File: src/rtl/apb_master_bridge.sv
// apb_master_bridge: valid/ready command port to multi-completer APB requester with decode and PREADY timeout
module apb_master_bridge #(
  parameter int A_WIDTH     = 32,
  parameter int WD_WIDTH    = 32,
  parameter int RD_WIDTH    = 32,
  parameter int N_SLAVE     = 4,
  parameter int SLV_SEL_LSB = 12,
  parameter int TIMEOUT     = 16
) (
  input  logic                        sys_clk,
  input  logic                        sys_rstn,
  input  logic                        cmd_valid,
  output logic                        cmd_ready,
  input  logic [A_WIDTH-1:0]          cmd_addr,
  input  logic                        cmd_write,
  input  logic [WD_WIDTH-1:0]         cmd_wdata,
  output logic                        rsp_valid,
  input  logic                        rsp_ready,
  output logic [RD_WIDTH-1:0]         rsp_rdata,
  output logic                        rsp_slverr,
  output logic [A_WIDTH-1:0]          paddr,
  output logic                        pwrite,
  output logic [WD_WIDTH-1:0]         pwdata,
  output logic [N_SLAVE-1:0]          psel,
  output logic                        penable,
  input  logic [N_SLAVE*RD_WIDTH-1:0] prdata,
  input  logic [N_SLAVE-1:0]          pready,
  input  logic [N_SLAVE-1:0]          pslverr
);
  localparam int SEL_W = (N_SLAVE > 1) ? $clog2(N_SLAVE) : 1;
  localparam int CNT_W = (TIMEOUT > 1) ? $clog2(TIMEOUT + 1) : 1;
  typedef enum logic [1:0] {IDLE, SETUP, ACCESS, RESP} state_t;
  state_t r_state, w_state_nxt;
  logic [SEL_W-1:0]    r_idx, w_idx;
  logic [CNT_W-1:0]    r_cnt;
  logic [A_WIDTH-1:0]  r_paddr;
  logic                r_pwrite;
  logic [WD_WIDTH-1:0] r_pwdata;
  logic [RD_WIDTH-1:0] r_rdata, w_rdata_nxt, w_sel_rdata;
  logic                r_slverr, w_err_nxt, w_cap;
  logic                w_dec_err, w_sel_ready, w_sel_err, w_timeout, w_accept;
  assign w_idx       = cmd_addr[SLV_SEL_LSB +: SEL_W];
  assign w_dec_err   = 32'(w_idx) >= 32'(N_SLAVE);
  assign w_accept    = (r_state == IDLE) && cmd_valid;
  assign w_sel_ready = pready[r_idx];
  assign w_sel_err   = pslverr[r_idx];
  assign w_sel_rdata = prdata[r_idx*RD_WIDTH +: RD_WIDTH];
  assign w_timeout   = (TIMEOUT != 0) && (r_cnt == CNT_W'(TIMEOUT - 1));
  assign cmd_ready   = r_state == IDLE;
  assign rsp_valid   = r_state == RESP;
  assign rsp_rdata   = r_rdata;
  assign rsp_slverr  = r_slverr;
  assign paddr       = r_paddr;
  assign pwrite      = r_pwrite;
  assign pwdata      = r_pwdata;
  assign psel        = (r_state == SETUP || r_state == ACCESS) ? N_SLAVE'(1) << r_idx : '0;
  assign penable     = r_state == ACCESS;
  // Next state plus which response value to latch when a transfer ends
  always_comb begin
    w_state_nxt = r_state;
    w_cap       = 1'b0;
    w_rdata_nxt = '0;
    w_err_nxt   = 1'b0;
    case (r_state)
      IDLE: if (cmd_valid) begin
        w_state_nxt = w_dec_err ? RESP : SETUP;
        w_cap       = w_dec_err;
        w_err_nxt   = 1'b1;
      end
      SETUP: w_state_nxt = ACCESS;
      ACCESS: if (w_sel_ready) begin
        w_state_nxt = RESP;
        w_cap       = 1'b1;
        w_rdata_nxt = r_pwrite ? '0 : w_sel_rdata;
        w_err_nxt   = w_sel_err;
      end else if (w_timeout) begin
        w_state_nxt = RESP;
        w_cap       = 1'b1;
        w_err_nxt   = 1'b1;
      end
      RESP: w_state_nxt = rsp_ready ? IDLE : RESP;
      default: w_state_nxt = IDLE;
    endcase
  end
  // State register
  always_ff @(posedge sys_clk or negedge sys_rstn) begin
    if (!sys_rstn) r_state <= IDLE;
    else           r_state <= w_state_nxt;
  end
  // Command capture, response capture and ACCESS wait counter
  always_ff @(posedge sys_clk or negedge sys_rstn) begin
    if (!sys_rstn) begin
      r_paddr  <= '0;
      r_pwrite <= 1'b0;
      r_pwdata <= '0;
      r_idx    <= '0;
      r_rdata  <= '0;
      r_slverr <= 1'b0;
      r_cnt    <= '0;
    end else begin
      if (w_accept) begin
        r_paddr  <= cmd_addr;
        r_pwrite <= cmd_write;
        r_pwdata <= cmd_wdata;
        r_idx    <= w_idx;
      end
      if (w_cap) begin
        r_rdata  <= w_rdata_nxt;
        r_slverr <= w_err_nxt;
      end
      r_cnt <= (w_state_nxt == SETUP) ? '0 :
               (r_state == ACCESS && !w_sel_ready) ? r_cnt + CNT_W'(1) : r_cnt;
    end
  end
endmodule

File: config.mk
export PLATFORM = sky130hd
export DESIGN_NAME = apb_master_bridge
export DESIGN_NICKNAME = d
export VERILOG_FILES = /design/src/rtl/apb_master_bridge.sv
export SDC_FILE = /design/constraint.sdc
export NUM_CORES = 1
export LEC_CHECK = 0
export BUFFER_PORTS_ARGS = -buffer_cell sky130_fd_sc_hd__clkbuf_2
export CAP_MARGIN = 20
export CORE_MARGIN = 2
export CORE_UTILIZATION = 30
export DETAILED_ROUTE_END_ITERATION = 10
export GPL_TIMING_DRIVEN = 0
export SYNTH_ARGS = -nofsm -noshare
export SYNTH_HDL_FRONTEND = slang
export SYNTH_SLANG_ARGS = --single-unit
File: constraint.sdc
create_clock -name sys_clk -period 5.6 [get_ports sys_clk]
set_input_delay 0.56 -clock sys_clk [delete_from_list [all_inputs] [get_ports sys_clk]]
set_output_delay 0.56 -clock sys_clk [all_outputs]
set_load 0.05 [all_outputs]
**After elaboration in Yosys (flattened, before gate mapping)**

Index checks and enable logic that the tools add are counted.
Widths: inputs -> output; s select.

- Register bits: 107
- Input bits: 205
- Output and inout port bits: 105
- Word-level logic and storage cells: 44

- Add/subtract/negate cells: 1
- Magnitude comparators: 1
- Eq/ne operators: 5
- Shift operators: 2
- Multiplexer cells: 21
- Reduce and logical (&&, ||, !) cells: 6

Operator list:

| kind | count |
|---|---|
| $shiftx 128x8->32 | 1 |
| $mux 32 | 3 |
| $mux 5 | 2 |
| $mux 2 | 4 |
| $pmux 2 s4 | 1 |
| $mux 1 | 7 |
| $add 5x1->5 const B | 1 |
| $eq 5x4->1 const B | 1 |
| $bmux 1 s2 | 2 |
| $eq 2x1->1 const B | 2 |
| $eq 2x2->1 const B | 2 |
| $mux 4 | 1 |
| $shl 1x2->4 const A | 1 |
| $lt 2x3->1 const B | 1 |
| $logic_and 1x1->1 | 2 |
| $logic_not 2->1 | 1 |
| $pmux 1 s2 | 1 |
| $reduce_bool 2->1 | 1 |
| $logic_not 1->1 | 1 |
| $logic_or 1x1->1 | 1 |

**Logic depth before layout (Yosys ltp)**

Gate-level depths: netlist (run 1).

- Word-level depth: 6
- Depth in mapped cells: 7
- Mapped depth without buffers: 5

**Worst setup path before layout (run 1)**

No wires, ideal clock.

- Path kind: register to output
- Start point: register paddr[13] (netlist name)
- End point: output psel[0]
- Arrival: 2,271 ps
- Required time: 5,040 ps
- Setup slack: 2,769 ps
- Cell stages (with the launch flop): 4
- Buffers on the path: 2
- Cell sequence: dfrtp_1 -> clkbuf_1 -> clkbuf_1 -> nor3b_1

RTL lines:

| item | line | source |
|---|---|---|
| end, declared | 24 | `output logic [N_SLAVE-1:0] psel,` |

==> results of run 1 <==
-- kinds of logic (layout without fill, tap and decap cells) --
kind of cell,Yosys count,after routing,share of synthesized area
AO/OA/AOI/OAI,48,48,0.0815
multiplexers,99,99,0.310
flip-flops,105,105,0.543
adder cells (fa/ha/maj),5,5,0.0129
AND/OR/NAND/NOR,21,21,0.0272
buffers and inverters,30,357,0.0256
-- where the power goes --
group,leakage [nW],total [mW],internal [mW],switching (mW)
clock,0.149,0.639,0.354,0.285
combinational,2.10,2.92,0.935,1.98
sequential,1.29,1.31,1.11,0.196
total,3.54,4.86,2.40,2.46
-- cell type report --
class                           count  area [um2]  area share
Sequential cell                   105        2630       0.376
Multi-Input combinational cell    173        2090       0.298
Timing Repair Buffer              311        1580       0.226
Tap cell                          216         270      0.0386
Clock buffer                       10         229      0.0327
Buffer                             24         101      0.0145
Clock inverter                      6        76.3      0.0109
Inverter                            6        22.5     0.00322
-- metrics by stage --
stage	hold slack (ns)	total power, mW
6_report	0.293	4.86
5_1_grt	0.345	5.15
4_1_cts	0.311	4.92
3_5_place_dp	0.492	4.27
3_3_place_gp	0.486	4.21
2_1_floorplan	0.264	3.53
-- layout by cell type, fill, tap and decap left out, drive strengths merged, types with 5 or more instances in the layout --
master,Yosys,routed
clkbuf,14,334
dfrtp,105,105
mux2,65,65
mux4,34,34
a22o,32,32
buf,10,11
inv,6,8
a32oi,6,6
ha,5,5
o21ai,5,5
-- registers in the layout, summed over array words and instances (netlist names) --
register and flops:
paddr 31, pwdata 32, pwrite 1, r_cnt 5
r_idx 1, r_state 2, rsp_rdata 32, rsp_slverr 1
-- worst max-delay path by stage --
stage,slack [ns],to,startpoint
floorplan,2.77,psel[0],paddr[13]
global placement,2.62,rsp_rdata[15],sys_rstn
detailed placement,3.06,psel[2],paddr[13]
CTS,2.67,psel[2],paddr[13]
global route,2.58,psel[2],paddr[13]
finish,2.76,psel[2],paddr[13]
-- metal layers --
layer | GRT usage | vias up
li1 | - | 1839
met3 | 0.0354 | 18
met1 | 0.200 | 1953
met2 | 0.288 | 193
met5 | 0 | -
met4 | 0.0519 | 0
==> results.md, run 1 <==
Placed design:
- The worst setup slack before clock tree synthesis is 3.06 ns.
- The area of placed instances is 6680 um2.
- Counting tap cells, the placed design contains a total of 834 instances.
- The weighted congestion reported at the end of routability-driven placement is just under 0.9.
- In this run the tool buffered the top-level ports with 309 buffer cells.
- Once detailed placement completed, the half-perimeter wirelength came to 11700 um.

Clocking:
- The CTS sink count is 105.
- Clock tree synthesis selected as its root buffer the cell sky130_fd_sc_hd__clkbuf_16.
- The quantity of hold-fixing buffers added after cts is 0.
- The H-tree was split into 3 levels.
- The later pin in the worst-skew pair is clocked with a latency of between 0.3 and 0.4 ns.
- After clock tree synthesis, the setup repair step added 0 buffers.
- The register clock-pin slew on the reported worst setup and hold paths is 0.07 ns.
- The CTS buffer count is 9.
- The largest buffer count on any clock path is 2.
- The count of cells resized by post-cts repair is 0.
- The clock tree from TritonCTS is done.

Worst setup path:
- Counting stages on the worst path, the most repeated cell is sky130_fd_sc_hd__clkbuf_1.
- STA classifies the critical path endpoint as an output port.
- STA classifies the critical path startpoint as a flop.
- Traced cell by cell, the critical path runs through clkbuf_1 > clkbuf_1 > and3b_1 > clkbuf_2.
- The largest stage delay on the critical path is 0.53 ns.
- The worst register-to-register path ends at rsp_rdata[16].
- The slowest stage of the critical path is the sky130_fd_sc_hd__clkbuf_1 cell.
- The largest fanout of any net on the critical path is 10.
- The number of cells on the worst reg-to-reg path is 7.
- The critical path buffer and inverter count is 3.
- The cell family contributing the most delay on the critical path is buffers and inverters.
- Data arrives at the worst endpoint at 2.28 ns.
- The critical path class is flop to output port.
- The setup slack on the worst flop-to-flop path is 3.16 ns.
- The startpoint of the lowest-slack register-to-register path is r_state[0].
- The required time of the worst setup path is a little over 5 ns.
- The path length in cells of the critical path is 4.

Logic synthesis:
- The Yosys step of the flow raised 0 warnings.
- The number of synthesized flops with an enable pin is 0.
- Dividing the synthesized area by the synthesized cell count gives roughly 16 um2.
- In the synthesized netlist the async set-or-reset flop fraction comes to 1.00.
- Yosys instantiated no cell more often than sky130_fd_sc_hd__dfrtp_1.
- sky130_fd_sc_hd__dfrtp_1 takes more of the synthesized area than any other cell.
- After synthesis the cells add up to 4840 um2.
- The share of the Yosys chip area taken by registers is 0.543.
- The net count of the mapped netlist is 518.
- The count of state elements after synthesis is 105.
- By area the synthesized netlist is led by sky130_fd_sc_hd__dfrtp_1, sky130_fd_sc_hd__mux4_2, sky130_fd_sc_hd__mux2_2.
- Ranked by instance count, the synthesized netlist is headed by sky130_fd_sc_hd__dfrtp_1, sky130_fd_sc_hd__mux2_2, sky130_fd_sc_hd__mux4_2.
- In the synthesized netlist, the number of instances is between 300 and 400.
- The number of distinct library cells after synthesis is 30.
- In the synthesized netlist the dominant register cell turns out to be sky130_fd_sc_hd__dfrtp_1.
- The area share of the largest cell type after synthesis is 0.543.

Routing:
- The length of routed met2 wiring is 7230 um.
- The routed wire length is 14100 um.
- The post-detailed-route wirelength per cell is between 15 and 20 um.
- For this block, wires on met1 add up to 5710 um.
- The violation count after the first detailed-routing iteration is roughly 140.
- Once detail routing completed, the nets flagged for antenna violations numbered 0.
- After detailed routing, the number of vias per cell comes to about 4.7.
- For this block, the via count after detailed routing is about 4000.
- Before antenna repair, the detailed router went through 4 iterations.
- Summed over all nets, wire length on met3 after detailed routing comes to around 900 um.
- The detailed-route DRC error count is 0.
- The uppermost metal layer occupied by signal nets is met4.

STA:
- The relative slew slack is 0.487.
- The smallest clock period supported by the final layout is computed as roughly 2.8 ns.
- The achievable frequency is approximately 350 MHz.
- The pin slew with the least headroom to its limit is between 0.7 and 0.8 ns.
- Setup repair after global routing left no endpoint under its margin.
- The final count of negative-setup-slack endpoints is 0.
- The number of endpoints with negative hold slack in the final report is 0.
- The final setup TNS is 0 ns.
- The final number of max-transition violations is 0.
- Clock skew on the completed layout was measured at 0.0109 ns.
- In the finished design, the share of the clock period the worst path needs comes to 0.508.
- After layout, the worst setup slack is between 2 and 3 ns.

Cells and area:
- 0 antenna diodes ended up in the layout.
- The final core utilization is 0.442.
- The fill cell instance count of the final layout is 1509.
- In the final design database the tool counted 840 nets.
- Once layout is complete, the cells apart from fillers number around 850.
- Once layout is done, the placed cells without fillers occupy 6990 um2.
- Compared with the post-synthesis result, the final layout area differs by 44.6%.
- The share of layout cells above drive strength 1 is 0.685.

Pwr:
- In this run the power density over the cells is ~700 nW/um2.
- For this design the static power due to leakage is 3.54 nW.
- The worst-case IR drop observed on VDD is 0.000316 V.

Floorplanning:
- The initial utilization of the core area, before any placement, comes to 0.306.
- The die extent in y is 131 um.
- The die covers 17200 um2.
- For this design the top-level I/O count stands at 310.
- The floorplan has 46 rows.
- The core area is 15800 um2.
- The horizontal die dimension is 131 um.

Global routing:
- The pin count of the biggest net entering global routing is 56.
- The total global routing track utilization is 0.164.
- The number of antenna violations at the first check in global routing was 0.
- For this run the aggregate overflow at the end of global routing stands at 0.
- The number of global-route vias before repair is 4259.
- The first-pass GRT wire length is 21600 um.

Hold path:
- The tightest min-delay check is of the input pin to asynchronous set/reset pin type.

Outcome:
- The run finished with clean final reports.

Flow run:
- Max-cap violations in this run came to 0.
(Power assumes the default switching activity.)
==> inputs of run 2 (changes only) <==
==> constraint.sdc (replaced) <==
create_clock -name sys_clk -period 2.51 [get_ports sys_clk]
set_input_delay 0.251 -clock sys_clk [delete_from_list [all_inputs] [get_ports sys_clk]]
set_output_delay 0.251 -clock sys_clk [all_outputs]
set_load 0.05 [all_outputs]
==> run 2 against run 1 <==
Compared with the run above: flip-flop and latch count unchanged; largest power group unchanged; clock power grew 120%; wire length increased by 1.9%; combinational power is 120% higher; die area unchanged; global-route usage up 0.26 points; register-to-register slack lost 2.9 ns; total power is 120% higher.
==> results.md, run 2 (synthesis results as in run 1) <==
STA:
- Setup repair after global routing left no endpoint under its margin.
- The clock period minus worst slack is 2.37 ns.
- The number of endpoints with negative hold slack in the final report came to 0.
- At the pin with the least slew margin, the transition time is 0.983 ns.
- In this run the tightest slew margin relative to its limit is 0.336.
- The achievable frequency is around 420 MHz.
- The final count of negative-setup-slack endpoints is 0.
- The final setup TNS is 0 ns.
- The final number of max-transition violations is 0.
- The post-route fraction of the period consumed by the critical path is 0.946.
- The worst clock skew is 0.00576 ns.

Placed design:
- Buffers placed on the I/O ports in this run total 309.
- The weighted congestion reported at the end of routability-driven placement is 0.896.
- The area of placed instances is 6690 um2.
- Detailed placement finished with a half-perimeter wire length of 11900 um.
- The post-placement cell count is about 830.

Worst setup path:
- The largest stage delay on the critical path is 0.49 ns.
- The origin of the worst setup path is paddr[13].
- STA classifies the critical path endpoint as an output port.
- For flop-to-flop paths, the worst setup slack is 0.31 ns.
- The largest fanout of any net on the critical path is 10.
- Following the worst setup path forward leads to its endpoint at psel[2].
- In this design, the critical path's most frequently occurring cell is sky130_fd_sc_hd__clkbuf_2.
- The critical path class is flop to output port.
- The category of the worst setup path launch point is a flop.
- The startpoint identified for the worst register-to-register timing path is r_state[0].
- The critical path runs through a total of 4 cells.
- Walking the worst path, the cells encountered are clkbuf_2 > clkbuf_1 > and3b_1 > clkbuf_2.
- In this run the critical register-to-register path is captured at r_cnt[1].
- The critical path contains buffers and inverters numbering 3 combined.
- The worst register-to-register path has a depth of 5.
- The required time of the worst setup path is 2.26 ns.
- STA puts the critical path data arrival time at 2.12 ns.
- In this design, the largest share of critical-path delay is due to buffers and inverters.
- The library cell contributing the largest single delay on the critical path is sky130_fd_sc_hd__dfrtp_1.

Routing:
- The detailed-route vias per instance is 4.76.
- The first-pass detailed-route iteration total is 4.
- The routed layout has 4050 vias.
- Once detail routing completed, the nets flagged for antenna violations numbered 0.
- In the final routed layout, each cell accounts on average for 16.9 um.
- The routed wire length is 14300 um.
- In the routed design, unresolved DRC markers number 0.
- In this run, the number of DRC markers left after iteration 0 of detailed routing was 167.

Outcome:
- The flow ran to the end, and the final reports show no timing, DRC or antenna violations.

Hold path:
- The critical hold path startpoint is cmd_addr[10].
- The classification of the worst-slack hold path is input pin to flop.
- The worst hold path passes through 2 cells.

Pwr:
- In this run the static leakage power is around 3.5 nW.
- The peak ir drop on the vdd network is 0.000702 V.
- In this run the power density over the cells is ~1500 nW/um2.

Cells and area:
- In the final layout, the share of cells above drive strength 1 is 0.697.
- The repair_antennas step left the layout with diodes totalling 0.
- Summing all non-filler instances in the final layout gives an area of roughly 7000 um2.
- The footprint of the multi-input gates is approximately 2100 um2.
- The area added between synthesis and finish is 44.6%.
- The combined flip-flop and latch cell area is roughly 2600 um2.
- In the layout the commonest cells are sky130_fd_sc_hd__clkbuf_2, sky130_fd_sc_hd__dfrtp_1, sky130_fd_sc_hd__mux2_2.
- Leaving out fill and tap cells, the most frequent cell in the layout is sky130_fd_sc_hd__clkbuf_2.
- The count of cells in the finished layout, fillers not included, comes to 850.
- For this run, the post-layout net count is 839.
- The fill cell instance count of the final layout is 1518.

Clocking:
- Post-CTS timing repair inserted 0 buffers for setup.
- For the worst-skew pair, the clock arrives at the later sink with an insertion delay of 0.35 ns.
- The clock root buffer master is sky130_fd_sc_hd__clkbuf_16.
- The register clock-pin slew on the reported worst setup and hold paths is 0.07 ns.
- TritonCTS built the clock tree.
- The CTS buffer count is 9.
- The longest clock path from root to sink contains 2 buffers.
- The H-tree generated during clock tree synthesis spans 3 levels.
- The CTS sink count is about 110.

Floorplanning:
- In this run the core area contains 46 standard-cell rows.
- The number of top-level pins is 310.
- The initial core utilization is 0.306.
- The floorplan step defined a die boundary enclosing 17200 um2.
- The die is 131 um tall.
- The horizontal die dimension is ~130 um.
- In this run the standard cell core region covers 15800 um2.

Global routing:
- The first-pass GRT wire length is 21700 um.
- The total global routing overflow is 0.
- The total global routing track utilization is 0.166.
- The number of antenna violations at the first check in global routing is 0.
- The pin count of the biggest net entering global routing is 56.
- The number of global-route vias before repair is 4253.

Flow run:
- The number of maximum-capacitance constraint violations is 0.
==> run 2: cell count changes in the layout (fill, tap and decap cells not counted), sizes merged <==
cell / before / now
bufinv: 1 / 0
dlygate4sd3: 0 / 1
clkinvlp: 0 / 2
clkinv: 3 / 2
clkbuf: 334 / 332
==> run 2: routing by layer <==
metal / GRT usage / part of all wire
met1: 0.201 / 0.40
met2: 0.293 / 0.52
met3: 0.0330 / 0.065
met4: 0.0645 / 0.018
met5: 0 / 0
==> run 2: final cells by class <==
class                           instances  share of cell area
Inverter                                6             0.00322
Sequential cell                       105               0.376
Multi-Input combinational cell        173               0.300
Timing Repair Buffer                  311               0.227
Clock buffer                           10              0.0342
Buffer                                 23              0.0148
Clock inverter                          6             0.00733
Tap cell                              216              0.0386
==> run 2: timing repair <==
item                       in CTS  in global routing
setup endpoints to repair       4                 50
resized for setup               2                  8
hold endpoints to repair       10                  0
hold buffers                    1                  0
==> run 2: power breakdown <==
part | switching [mW] | internal, mW
clock network | 0.662 | 0.715
registers | 0.450 | 2.48
logic | 4.40 | 2.08
==> run 2: worst min-delay path by stage <==
stage	endpoint	slack [ns]
2_1_floorplan	paddr[0]	-0.04
3_3_place_gp	paddr[2]	0.48
3_5_place_dp	pwdata[2]	0.38
4_1_cts	paddr[10]	0.11
5_1_grt	paddr[30]	0.11
6_report	paddr[10]	0.13
==> run 2: through the flow <==
step	util	worst slack (ns)	hold slack (ns)	total power, mW
after floorplan	-	0.339	-0.0446	7.88
after CTS	0.442	0.0860	0.108	11.0
after global placement	0.421	-0.186	0.485	9.42
after global routing	0.442	0.0390	0.110	11.4
after detailed placement	0.423	0.00593	0.384	9.52
final	0.442	0.136	0.129	10.8
==> inputs of run 3 (changes only) <==
==> constraint.sdc (replaced) <==
create_clock -name sys_clk -period 2.2 [get_ports sys_clk]
set_input_delay 0.22 -clock sys_clk [delete_from_list [all_inputs] [get_ports sys_clk]]
set_output_delay 0.22 -clock sys_clk [all_outputs]
set_load 0.05 [all_outputs]
==> run 3 against run 2 <==
Compared with the run above: highest routed layer unchanged; utilization is 0.15 points higher; cell count is 0.12% lower; design area is 0.34% higher; wire length is 0.15% lower; via count is 0.20% higher; clock skew hardly changed; total power is 15% higher; critical endpoint is now psel[3].
==> results.md, run 3 (synthesis results as in run 1) <==
Outcome:
- The flow ran to the end, and the final reports show no timing, DRC or antenna violations.

Pwr:
- In this run the power spent charging and discharging nets is 6.31 mW.
- Of the total power, the clock network draws 0.127.
- The static leakage is 3.56 nW.
- The fraction of power consumed by combinational cells is 0.603.
- Dividing total power by cell area gives a power density of 1760 nW/um2.
- Cell internal power was estimated by the tool at ~6 mW.
- The overall power is 12.4 mW.
- VDD sags by at most about 0.00078 V.
- Of the total power, the share spent switching nets is 0.511.
- Of the total power, registers draw 0.270.

STA:
- The relative slew slack is 0.521.
- The pin slew with the least headroom to its limit is between 0.7 and 0.8 ns.
- The smallest setup slack after layout is roughly 0.14 ns.
- Setup repair after global routing left no endpoint under its margin.
- The post-route fraction of the period consumed by the critical path is 0.934.
- Across all hold checks on the routed design, the worst slack comes to 0.0961 ns.
- For the final database, setup skew stands at 0.00560 ns.
- The clock period minus worst slack is 2.06 ns.
- Derived from the worst setup path, the maximum achievable clock frequency is 487 MHz.
- The final count of negative-setup-slack endpoints is 0.
- The final number of max-transition violations came to 0.
- Adding up every negative setup slack in the final design gives 0 ns.
- The number of endpoints with negative hold slack in the final report is 0.

Cells and area:
- 0 antenna diodes ended up in the layout.
- Compared with the post-synthesis result, the final layout area differs by 45.1%.
- The combined flip-flop and latch cell area is approximately 2600 um2.
- The fill cell instance count of the final layout is 1515.
- Summing all multi-input logic gate instances after layout gives 2120 um2.
- For this run, the post-layout net count is between 800 and 900.
- The final core utilization is 0.444.
- In the layout the commonest cells are sky130_fd_sc_hd__clkbuf_2, sky130_fd_sc_hd__dfrtp_1, sky130_fd_sc_hd__mux2_2.
- The share of layout cells above drive strength 1 is 0.706.
- Leaving out fill and tap cells, the most frequent cell in the layout is sky130_fd_sc_hd__clkbuf_2.

Floorplanning:
- 310 I/O pins were placed.
- The floorplan step set the die height to 131 um.
- The initial core utilization is 0.306.
- The horizontal die dimension is about 130 um.
- The total die area is 17200 um2.
- The floorplan has 46 rows.
- The core area is 15800 um2.

Global routing:
- The first-pass GRT wire length is 21700 um.
- The number of antenna violations at the first check in global routing is 0.
- The number of global-route vias before repair is 4239.
- In the global route stage, overall resource usage came out at 0.166.
- Summed over all layers, the global routing overflow is 0.
- The pin count of the biggest net entering global routing is 56.

Clocking:
- The clock passes through at most 2 buffers.
- The clock network latency to the later pin of the worst-skew pair is roughly 0.35 ns.
- TritonCTS created 9 clock buffers.
- The register clock-pin slew on the reported worst setup and hold paths is 0.07 ns.
- Post-CTS timing repair inserted 0 buffers for setup.
- The clock tree from TritonCTS is done.
- The clock root buffer master is sky130_fd_sc_hd__clkbuf_16.
- The number of levels in the clock H-tree is 3.
- Clock tree synthesis found a total of approximately 110 sinks.

Placed design:
- The count of port buffers added during placement is 309.
- At the placement stage, the worst setup path has a slack of -0.304 ns.
- At the end of routability-driven placement, the weighted congestion stood at approximately 0.9.
- The HPWL after detailed placement is 11900 um.

Worst setup path:
- The largest fanout of any net on the critical path is 10.
- The setup slack on the worst flop-to-flop path is 0.15 ns.
- On the worst path, the slowest cell contributes a delay of ~0.5 ns.
- Data on the critical path is required at its endpoint by 1.98 ns.
- By startpoint and endpoint, the worst setup path is classified as flop to output port.
- The kind of cell adding the most delay to the critical path is buffers and inverters.
- The worst register-to-register path ends at rsp_rdata[17].
- The signal on the critical path passes through buf_1 > and3_1 > clkbuf_2.
- The startpoint of the lowest-slack register-to-register path is paddr[13].
- The worst register-to-register path has a depth of 4.
- The library cell contributing the largest single delay on the critical path is sky130_fd_sc_hd__buf_1.
- The worst setup path is captured at an output port.
- At the worst endpoint, the arrival time is about 1.8 ns.
- The worst setup path is launched from a flop.
- The critical path contains buffers and inverters numbering 2 combined.

Hold path:
- The worst hold path terminates at pwdata[9].
- The worst hold path cell count is 2.
- The min-delay analysis places its worst path in the category input pin to flop.
- The startpoint identified for the worst hold timing path is cmd_wdata[9].

Routing:
- The post-route antenna net violation count is 0.
- Detailed routing inserted a total of 4058 vias.
- After detailed routing, the average wire length per cell comes to between 15 and 20 um.
- The detailed router finished its first iteration with 156 violations.
- The first-pass detailed-route iteration total is 4.
- The detailed-route vias per instance is around 4.8.
- The detailed-route DRC error count is 0.
- The routed wire length is 14300 um.

Flow run:
- The number of maximum-capacitance constraint violations is 0.
-- run 3: changes by cell type in the layout (fill, tap and decap cells not counted), sizes merged --
cell    previous run  this run
clkbuf           332       331
-- run 3: power groups by stage --
| stage | clock [mW] | combinational [mW] | sequential [mW] |
|---|---|---|---|
| after floorplan | 0 | 2.75 | 6.24 |
| after global placement | 0 | 7.40 | 3.34 |
| after detailed placement | 0 | 7.48 | 3.38 |
| after CTS | 1.65 | 7.52 | 3.35 |
| after global routing | 1.72 | 7.89 | 3.47 |
| final | 1.57 | 7.45 | 3.34 |
-- run 3: metal layers --
metal,vias to the layer above,track usage,wire length [um]
met5,-,0,0
met4,0,0.0645,267
met3,20,0.0330,950
met2,205,0.292,7400
met1,2001,0.202,5700
li1,1832,-,-
-- run 3: worst max path at each step --
stage	from	end	slack (ns)	cells after the start
after floorplan	r_idx[0]	rsp_rdata[10]	0.03	4
after global placement	sys_rstn	paddr[7]	-0.46	1
after detailed placement	r_state[0]	rsp_rdata[0]	-0.30	7
after CTS	r_idx[0]	rsp_rdata[22]	0.009	4
after global routing	r_idx[0]	psel[3]	0.005	3
final	r_idx[0]	psel[3]	0.14	3
-- run 3: metrics by stage --
step / area [um2] / cells
2_1_floorplan: 4840 / 308
3_3_place_gp: 6660 / 833
3_5_place_dp: 6690 / 834
4_1_cts: 7010 / 850
5_1_grt: 7020 / 849
6_report: 7020 / 849
-- run 3: timing repair --
action | 4_1_cts | 5_1_grt
setup endpoints to repair | 91 | 63
hold endpoints to repair | 50 | 0
resized for setup | 7 | 12
cloned | 0 | 0
hold buffers | 1 | 0
-- run 3: final cells by class --
class / count / area share
Buffer: 22 / 0.0153
Clock buffer: 10 / 0.0340
Clock inverter: 6 / 0.00731
Inverter: 6 / 0.00321
Multi-Input combinational cell: 173 / 0.301
Sequential cell: 105 / 0.374
Tap cell: 216 / 0.0385
Timing Repair Buffer: 311 / 0.226
